File: src/rtl/instruction_fetch_if.sv
// Fetch-stage bus bundle: program-memory port, decode hand-off and redirect/halt controls.
// The slave modport is the fetch unit; the master modport is the surrounding core/environment.
interface instruction_fetch_if #(
  parameter int prog_mem_length = 8,
  parameter int prog_mem_width  = 13
);
  logic [prog_mem_length-1:0] pm_addr;
  logic [prog_mem_width-1:0]  pm_data;
  logic [prog_mem_width-1:0]  instr;
  logic [prog_mem_length-1:0] instr_pc;
  logic                       instr_valid;
  logic                       decode_ready;
  logic                       branch_taken;
  logic [prog_mem_length-1:0] branch_target;
  logic                       halt_req;
  logic                       halted;

  modport slave (
    output pm_addr, instr, instr_pc, instr_valid, halted,
    input  pm_data, decode_ready, branch_taken, branch_target, halt_req
  );

  modport master (
    input  pm_addr, instr, instr_pc, instr_valid, halted,
    output pm_data, decode_ready, branch_taken, branch_target, halt_req
  );
endinterface

File: src/rtl/instruction_fetch.sv
// Single-slot instruction fetch stage: sequential PC, decode back-pressure, branch redirect
// with a one-cycle bubble, and a sticky halt that only reset clears.
//
//   state   | meaning
//   IDLE    | one settling cycle after reset, no fetch
//   RUN     | fetching whenever the output slot is free
//   HALTED  | no further fetches, PC frozen, held instruction may still drain
module instruction_fetch #(
  parameter int prog_mem_length = 8,
  parameter int prog_mem_width  = 13
) (
  input  logic              clk,
  input  logic              rst,
  instruction_fetch_if.slave fetch_if
);

  typedef enum logic [1:0] {
    S_IDLE   = 2'd0,
    S_RUN    = 2'd1,
    S_HALTED = 2'd2
  } state_e;

  state_e                     state_q, state_d;
  logic [prog_mem_length-1:0] pc_q, pc_d;
  logic [prog_mem_width-1:0]  instr_q, instr_d;
  logic [prog_mem_length-1:0] instr_pc_q, instr_pc_d;
  logic                       valid_q, valid_d;
  logic                       halted_q, halted_d;

  logic transfer;
  logic slot_free;

  assign transfer  = valid_q & fetch_if.decode_ready;
  assign slot_free = ~valid_q | transfer;

  always_comb begin
    state_d    = state_q;
    pc_d       = pc_q;
    instr_d    = instr_q;
    instr_pc_d = instr_pc_q;
    valid_d    = valid_q;

    case (state_q)
      S_IDLE: begin
        state_d = S_RUN;
      end
      S_RUN: begin
        if (fetch_if.branch_taken) begin
          // Redirect wins over fetch and stall; the slot is flushed either way.
          pc_d    = fetch_if.branch_target;
          valid_d = 1'b0;
          if (fetch_if.halt_req) begin
            state_d = S_HALTED;
          end
        end else if (fetch_if.halt_req) begin
          state_d = S_HALTED;
          if (transfer) begin
            valid_d = 1'b0;
          end
        end else if (slot_free) begin
          instr_d    = fetch_if.pm_data;
          instr_pc_d = pc_q;
          valid_d    = 1'b1;
          pc_d       = pc_q + prog_mem_length'(1);
        end
      end
      S_HALTED: begin
        if (transfer) begin
          valid_d = 1'b0;
        end
      end
      default: begin
        state_d = S_IDLE;
        valid_d = 1'b0;
      end
    endcase

    halted_d = (state_d == S_HALTED);
  end

  always_ff @(posedge clk) begin
    if (rst) begin
      state_q    <= S_IDLE;
      pc_q       <= '0;
      instr_q    <= '0;
      instr_pc_q <= '0;
      valid_q    <= 1'b0;
      halted_q   <= 1'b0;
    end else begin
      state_q    <= state_d;
      pc_q       <= pc_d;
      instr_q    <= instr_d;
      instr_pc_q <= instr_pc_d;
      valid_q    <= valid_d;
      halted_q   <= halted_d;
    end
  end

  assign fetch_if.pm_addr     = pc_q;
  assign fetch_if.instr       = instr_q;
  assign fetch_if.instr_pc    = instr_pc_q;
  assign fetch_if.instr_valid = valid_q;
  assign fetch_if.halted      = halted_q;

endmodule

File: src/flat_wrapper.sv
// flat-port wrapper written by rule: the top's interface ports become plain ports
module instruction_fetch_flat 
#(
  parameter int prog_mem_length = 8,
  parameter int prog_mem_width  = 13
)
  (clk, rst, fetch_if_pm_addr, fetch_if_instr, fetch_if_instr_pc, fetch_if_instr_valid, fetch_if_halted, fetch_if_pm_data, fetch_if_decode_ready, fetch_if_branch_taken, fetch_if_branch_target, fetch_if_halt_req);
  instruction_fetch_if #(.prog_mem_length(prog_mem_length), .prog_mem_width(prog_mem_width)) fetch_if_i ();
  input  logic clk;
  input  logic rst;
  output wire logic [$bits(fetch_if_i.pm_addr)-1:0] fetch_if_pm_addr;
  output wire logic [$bits(fetch_if_i.instr)-1:0] fetch_if_instr;
  output wire logic [$bits(fetch_if_i.instr_pc)-1:0] fetch_if_instr_pc;
  output wire logic [$bits(fetch_if_i.instr_valid)-1:0] fetch_if_instr_valid;
  output wire logic [$bits(fetch_if_i.halted)-1:0] fetch_if_halted;
  input wire logic [$bits(fetch_if_i.pm_data)-1:0] fetch_if_pm_data;
  input wire logic [$bits(fetch_if_i.decode_ready)-1:0] fetch_if_decode_ready;
  input wire logic [$bits(fetch_if_i.branch_taken)-1:0] fetch_if_branch_taken;
  input wire logic [$bits(fetch_if_i.branch_target)-1:0] fetch_if_branch_target;
  input wire logic [$bits(fetch_if_i.halt_req)-1:0] fetch_if_halt_req;
  assign fetch_if_pm_addr = fetch_if_i.pm_addr;
  assign fetch_if_instr = fetch_if_i.instr;
  assign fetch_if_instr_pc = fetch_if_i.instr_pc;
  assign fetch_if_instr_valid = fetch_if_i.instr_valid;
  assign fetch_if_halted = fetch_if_i.halted;
  assign fetch_if_i.pm_data = fetch_if_pm_data;
  assign fetch_if_i.decode_ready = fetch_if_decode_ready;
  assign fetch_if_i.branch_taken = fetch_if_branch_taken;
  assign fetch_if_i.branch_target = fetch_if_branch_target;
  assign fetch_if_i.halt_req = fetch_if_halt_req;
  instruction_fetch #(.prog_mem_length(prog_mem_length), .prog_mem_width(prog_mem_width)) u_core (.clk(clk), .rst(rst), .fetch_if(fetch_if_i));
endmodule
File: config.mk
export PLATFORM = sky130hd
export DESIGN_NAME = instruction_fetch_flat
export DESIGN_NICKNAME = d
export VERILOG_FILES = /design/src/rtl/instruction_fetch_if.sv /design/src/rtl/instruction_fetch.sv /design/src/flat_wrapper.sv
export SDC_FILE = /design/constraint.sdc
export NUM_CORES = 1
export LEC_CHECK = 0
export CAP_MARGIN = 10
export CORE_ASPECT_RATIO = 1.4
export CORE_MARGIN = 2
export CORE_UTILIZATION = 41
export CTS_BUF_LIST = sky130_fd_sc_hd__clkbuf_8
export DETAILED_ROUTE_END_ITERATION = 16
export GPL_TIMING_DRIVEN = 0
export PLACE_DENSITY = 0.78
export SYNTH_ARGS = -nofsm -noshare
export SYNTH_HDL_FRONTEND = slang
export SYNTH_SLANG_ARGS = --single-unit
File: constraint.sdc
create_clock -name clk -period 1.6 [get_ports clk]
set_clock_uncertainty 0.1 [all_clocks]
set_input_delay 0.16 -clock clk [delete_from_list [all_inputs] [get_ports clk]]
set_output_delay 0.16 -clock clk [all_outputs]
set_load 0.03 [all_outputs]
# Word level (Yosys, flattened, before mapping)

Index checks and enable logic that the tools add are counted.

Flip-flop bits (word level): 33
Input bits: 26
Output and inout port bits: 31
Logic and storage cells: 33

Add/sub/neg operators: 1
Eq/ne operators: 5
Muxes and demuxes: 10
Bitwise operators: 6
Reductions and logical operators: 5

Operator list:

| kind                  | number |
|---|---|
| $mux W8               | 3 |
| $add A8 B1 Y8 const B | 1 |
| $pmux W2 S3           | 1 |
| $eq A2 B2 Y1 const B  | 2 |
| $mux W1               | 4 |
| $ne A4 B3 Y1 const B  | 1 |
| $not A1 Y1            | 4 |
| $reduce_and A4 Y1     | 1 |
| $pmux W1 S3           | 1 |
| $reduce_and A3 Y1     | 1 |
| $eq A2 B1 Y1 const B  | 1 |
| $logic_not A2 Y1      | 1 |
| $mux W2               | 1 |
| $ne A2 B2 Y1 const B  | 1 |
| $reduce_and A2 Y1     | 1 |
| $reduce_bool A2 Y1    | 1 |
| $and A1 B1 Y1         | 1 |
| $or A1 B1 Y1          | 1 |

# Logic depth before layout (Yosys ltp)

Word-level depth: 6
Gate-level depth with buffers: 7
Gate-level depth less buffers: 6

# Worst setup path after synthesis

OpenSTA, ideal clock, no wires.

Kind: flip-flop to flip-flop
Start point: register u_core.pc_q[0], in the netlist u_core.fetch_if.pm_addr[0]
End point: register u_core.pc_q[6], in the netlist u_core.fetch_if.pm_addr[6]
Setup time: 134 ps
Data arrival time: 1,453 ps
Required time: 1,366 ps
Setup slack: -87 ps
Cell stages (with the launch flop): 6
Path buffers: 0
Period minus slack after synthesis: 1,687 ps
Cell sequence: dfxtp_1 > ha_1 > and3_1 > a31oi_1 > o311ai_0 > o31ai_1

Cells in the longest elaborated chain, start to end: 4

Ends and longest elaborated chain:

| element                | RTL line                | source |
|---|---|---|
| from (decl)            | instruction_fetch.sv:24 | `logic [prog_mem_length-1:0] pc_q, pc_d;` |
| from (signal assigned) | instruction_fetch.sv:91 | `pc_q <= pc_d;` |
| $add A8 B1 Y8          | instruction_fetch.sv:64 | `pc_d = pc_q + prog_mem_length'(1);` |
| $mux W8                | instruction_fetch.sv:60 | `end else if (slot_free) begin` |
| $mux W8                | instruction_fetch.sv:55 | `end else if (fetch_if.halt_req) begin` |
| $mux W8                | instruction_fetch.sv:48 | `if (fetch_if.branch_taken) begin` |

No other way between the ends. The select of a mux whose other input is x is not followed.
A chain may end at the register's enable or synchronous reset.

# Worst setup path after layout

Start point: register u_core.instr_pc_q[2], in the netlist u_core.fetch_if.instr_pc[2]
End point: output port fetch_if_instr_pc[2]

RTL lines:

| element                | RTL line                | source |
|---|---|---|
| from (decl)            | instruction_fetch.sv:26 | `logic [prog_mem_length-1:0] instr_pc_q, instr_pc_d;` |
| from (signal assigned) | instruction_fetch.sv:93 | `instr_pc_q <= instr_pc_d;` |
| to (decl)              | flat_wrapper.sv:13      | `output wire logic [$bits(fetch_if_i.instr_pc)-1:0] fetch_if_instr_pc;` |

No word-level cell between the ends.

==> metrics.log <==
[metrics] run status: complete, no violations
[metrics] antenna violations before repair: 0
[metrics] Final GP Congestion: 0.843
[metrics] final antenna-violating net count: 0
[metrics] compound-cell area share of the yosys netlist: around 23%
[metrics] clock latency at the later pin of the worst-skew pair: ~0.28 ns
[metrics] critical register-to-register path startpoint: u_core.state_q[1]$_SDFF_PP0_
[metrics] Hold Violations, Final: 0
[metrics] clock tree from TritonCTS: yes
[metrics] start point of the worst hold path: rst
[metrics] required time worst endpoint: 1.34 ns
[metrics] final core utilization: 64.1%
[metrics] Synth Area in Adders: approximately 4%
[metrics] total routed wirelength: about 4200 um
[metrics] count of max-cap constraint violations: 0
[metrics] count of port buffers added during placement: 55
[metrics] start-to-end type of the worst setup path: reg2out
[metrics] combinational family with the most area after synthesis: simple AND/OR/NAND/NOR gates
[metrics] total number of yosys warnings: 0
[metrics] core outline area: ~3700 um2
[metrics] total DRC errors in the routed layout: 0
[metrics] Die Outline Area: 4340 um2
[metrics] Synth Area in Simple Gates: 23.0%
[metrics] class of the worst hold path: in2reg
[metrics] total nets after synthesis: 220
[metrics] Clock Pin Slew Worst Setup and Hold Paths: approximately 0.06 ns
[metrics] Top delay family on crit path: buffers and inverters
[metrics] vias in the first global route: 1466
[metrics] row count: 26
[metrics] crit path max-delay cell type: sky130_fd_sc_hd__clkdlybuf4s50_1
[metrics] Iter 0 DRT Violations: 59
[metrics] kind of end point of the critical path: primary output
[metrics] peak supply drop: roughly 0.7 mV
[metrics] H-tree levels: 2
[metrics] initial core utilization: between 40% and 50%
[metrics] Area growth, synth to finish: 50.2%
[metrics] Root Buffer: sky130_fd_sc_hd__clkbuf_8
[metrics] count of buffer and inverter cells on the critical path: 1
[metrics] number of clock sinks seen by CTS: 33
[metrics] commonest cells after routing, fill and taps aside: sky130_fd_sc_hd__nand2_1, sky130_fd_sc_hd__clkdlybuf4s50_1, sky130_fd_sc_hd__dfxtp_1, sky130_fd_sc_hd__a21oi_1, sky130_fd_sc_hd__a21oi_2
[metrics] number of pins exceeding their max-slew limit in the final report: 0
[metrics] slew of the pin with the lowest slew margin: a little under 0.7 ns
[metrics] total negative slack for setup checks: 0 ns
[metrics] highest net fanout along the worst path: 2
[metrics] hpwl dp: ~2900 um
[metrics] maximum number of pins on one net before global-route repair: 11
[metrics] Clock Path Buffers: 2
[metrics] overall routing resource usage: about a fifth
[metrics] Worst EP arrival: ~1.3 ns
[metrics] proportion of synthesized area in mux cells: less than 1%
[metrics] fraction of layout cells with a size suffix above 1: between 10% and 20%
[metrics] start point of the critical path: u_core.fetch_if.instr_pc[2]$_SDFFE_PP0P_
[metrics] number of vias per cell: between 5 and 6
[metrics] uppermost signal routing layer after detailed routing: met4
[metrics] Post-Syn Instances: ~190
[metrics] detailed-routed wire length on met3: 241 um
[metrics] vertical die dimension: 77.2 um
[metrics] number of inserted diodes: 0
[metrics] number of register bits inferred by synthesis: 33
[metrics] share of synthesized area occupied by flip-flops and latches: between 40% and 50%
[metrics] post-synth design cell area: roughly 1600 um2
[metrics] Leak: 0.000876 uW
[metrics] setup repair after global routing missed its margin: false
[metrics] power density cells: 824 nW/um2
[metrics] maximum achievable frequency: about 0.64 GHz
[metrics] minimum clock period: between 1.5 and 2 ns
[metrics] global route overflow: 0
[metrics] leading cell type in the layout, fill and taps excluded: sky130_fd_sc_hd__nand2_1
[metrics] number of setup violations in the final report: 0
[metrics] length of routed wiring on met1: 1690 um
[metrics] worst max-slew margin expressed relative to the limit: between 50% and 60%
[metrics] wire length of the first global-routing pass: 6710 um
[metrics] total via count after detailed routing: 1576
[metrics] delay of the slowest cell on the worst path: just under 0.7 ns
[metrics] total number of nets in the final design: 286
[metrics] Critical Path Start Type: register
[metrics] part of the cycle the worst path needs: between 90% and 100%
[metrics] met2 wire len: 2140 um
[metrics] drt first pass iters: 4
[metrics] xor and xnor area share after synthesis: 0%
[metrics] Die X-Extent: 56.3 um
[metrics] TritonCTS Buffers: 5
[metrics] Unique masters post-synth: 39
[metrics] I/O pin total: 57
[metrics] Critical Path, Cell by Cell: clkdlybuf4s50_1
[metrics] mean area per synthesized cell: around 8.3 um2
[metrics] routed wire length per instance: approximately 14 um
-- per-layer routing --
layer | up-vias | GRT usage, %
met5 | - | 0
met2 | 60 | 33.5
met4 | 0 | 8.81
met3 | 10 | 5.06
met1 | 724 | 22.4
li1 | 782 | -
-- synth_stat cells --
| cell | number | area, um2 |
|---|---|---|
| sky130_fd_sc_hd__o41ai_1 | 1 | 8.76 |
| sky130_fd_sc_hd__dfxtp_1 | 33 | 661 |
| sky130_fd_sc_hd__nor4_1 | 1 | 6.26 |
| sky130_fd_sc_hd__ha_1 | 5 | 62.6 |
| sky130_fd_sc_hd__buf_2 | 3 | 15.0 |
| sky130_fd_sc_hd__and2_4 | 1 | 8.76 |
| sky130_fd_sc_hd__o311ai_0 | 1 | 8.76 |
| sky130_fd_sc_hd__nor2b_1 | 4 | 25.0 |
| sky130_fd_sc_hd__o21bai_1 | 2 | 15.0 |
| sky130_fd_sc_hd__a31oi_1 | 4 | 25.0 |
| sky130_fd_sc_hd__or2b_1 | 1 | 7.51 |
| sky130_fd_sc_hd__buf_8 | 3 | 45.0 |
| sky130_fd_sc_hd__o32ai_1 | 1 | 8.76 |
| sky130_fd_sc_hd__o21ai_0 | 1 | 5.00 |
| sky130_fd_sc_hd__a21oi_2 | 9 | 78.8 |
| sky130_fd_sc_hd__and4_1 | 1 | 8.76 |
| sky130_fd_sc_hd__a22oi_1 | 1 | 7.51 |
| sky130_fd_sc_hd__nand3_1 | 7 | 35.0 |
| sky130_fd_sc_hd__nand4_1 | 1 | 6.26 |
| sky130_fd_sc_hd__nor2_1 | 6 | 22.5 |
| sky130_fd_sc_hd__mux2i_1 | 1 | 10.0 |
| sky130_fd_sc_hd__nand2b_4 | 1 | 13.8 |
| sky130_fd_sc_hd__and3_1 | 2 | 12.5 |
| sky130_fd_sc_hd__clkbuf_1 | 4 | 15.0 |
| sky130_fd_sc_hd__nor3b_1 | 1 | 7.51 |
| sky130_fd_sc_hd__clkbuf_2 | 1 | 5.00 |
| sky130_fd_sc_hd__a311oi_1 | 1 | 8.76 |
| sky130_fd_sc_hd__inv_1 | 7 | 26.3 |
| sky130_fd_sc_hd__nand2b_1 | 1 | 6.26 |
| sky130_fd_sc_hd__nor3b_2 | 1 | 12.5 |
| sky130_fd_sc_hd__a22o_1 | 1 | 8.76 |
| sky130_fd_sc_hd__a21o_2 | 1 | 8.76 |
| sky130_fd_sc_hd__buf_6 | 1 | 11.3 |
| sky130_fd_sc_hd__nand2_1 | 49 | 184 |
| sky130_fd_sc_hd__o31ai_1 | 6 | 45.0 |
| sky130_fd_sc_hd__a21oi_1 | 22 | 110 |
| sky130_fd_sc_hd__a311o_1 | 1 | 10.0 |
| sky130_fd_sc_hd__a211oi_1 | 1 | 7.51 |
| sky130_fd_sc_hd__nor3_1 | 1 | 5.00 |
-- path summary, 6_finish.rpt --
path	cells past startpoint	endpoint	slack [ns]
setup reg to reg	7	u_core.fetch_if.instr[6]$_SDFFE_PP0P_	0.10
hold reg to reg	2	u_core.fetch_if.instr[10]$_SDFFE_PP0P_	0.36
setup / recovery	1	fetch_if_instr_pc[2]	0.03
hold / removal	2	u_core.state_q[0]$_SDFF_PP0_	0.12
-- what timing repair did --
item | in CTS | in global routing
endpoints found under the setup margin | 22 | 25
buffers inserted | 0 | 3
pin swaps | 0 | 3
hold buffers | 0 | 0
cloned | 0 | 1
resized for setup | 13 | 15
endpoints found under the hold margin | 0 | 0
-- metrics by stage --
| stage | setup slack, ns | cell area (um2) | hold slack [ns] | total power (uW) | std cells |
|---|---|---|---|---|---|
| after floorplan | 0.0641 | 1570 | 0.196 | 1130 | 189 |
| after global placement | -0.210 | 2170 | 0.343 | 1300 | 286 |
| after CTS | 0.0180 | 2260 | 0.112 | 1930 | 293 |
| final | 0.0289 | 2360 | 0.122 | 1940 | 297 |
| after global routing | 0.00160 | 2360 | 0.167 | 2040 | 297 |
| after detailed placement | -0.258 | 2170 | 0.349 | 1300 | 286 |
-- state kept, by name, summed over array words and instances (netlist names) --
register / flops
u_core.fetch_if.instr_valid: 1
u_core.fetch_if.halted: 1
u_core.fetch_if.instr_pc: 8
u_core.fetch_if.instr: 13
u_core.fetch_if.pm_addr: 8
u_core.state_q: 2
-- area by class of cell --
cell class | count | area, um2
clock inverter | 1 | 3.75
fill | 316 | 1320
timing repair buffer | 59 | 591
clock buffer | 6 | 82.6
inverter | 7 | 26.3
sequential | 33 | 672
tap | 42 | 52.6
buffer | 12 | 98.8
multi-input combinational | 137 | 831
-- cell families (layout without fill, tap and decap cells) --
kind of cell | count (synthesis) | count (layout)
compound gates | 53 | 53
fa+ha+maj | 5 | 5
buf+inv | 19 | 85
flops | 33 | 33
mux | 1 | 1
simple gates | 78 | 78
-- report_power, final --
part | total [uW] | internal [uW] | switching [uW]
logic | 425 | 198 | 227
registers | 897 | 860 | 37.1
clock network | 620 | 334 | 286
(Power assumes the default switching activity.)
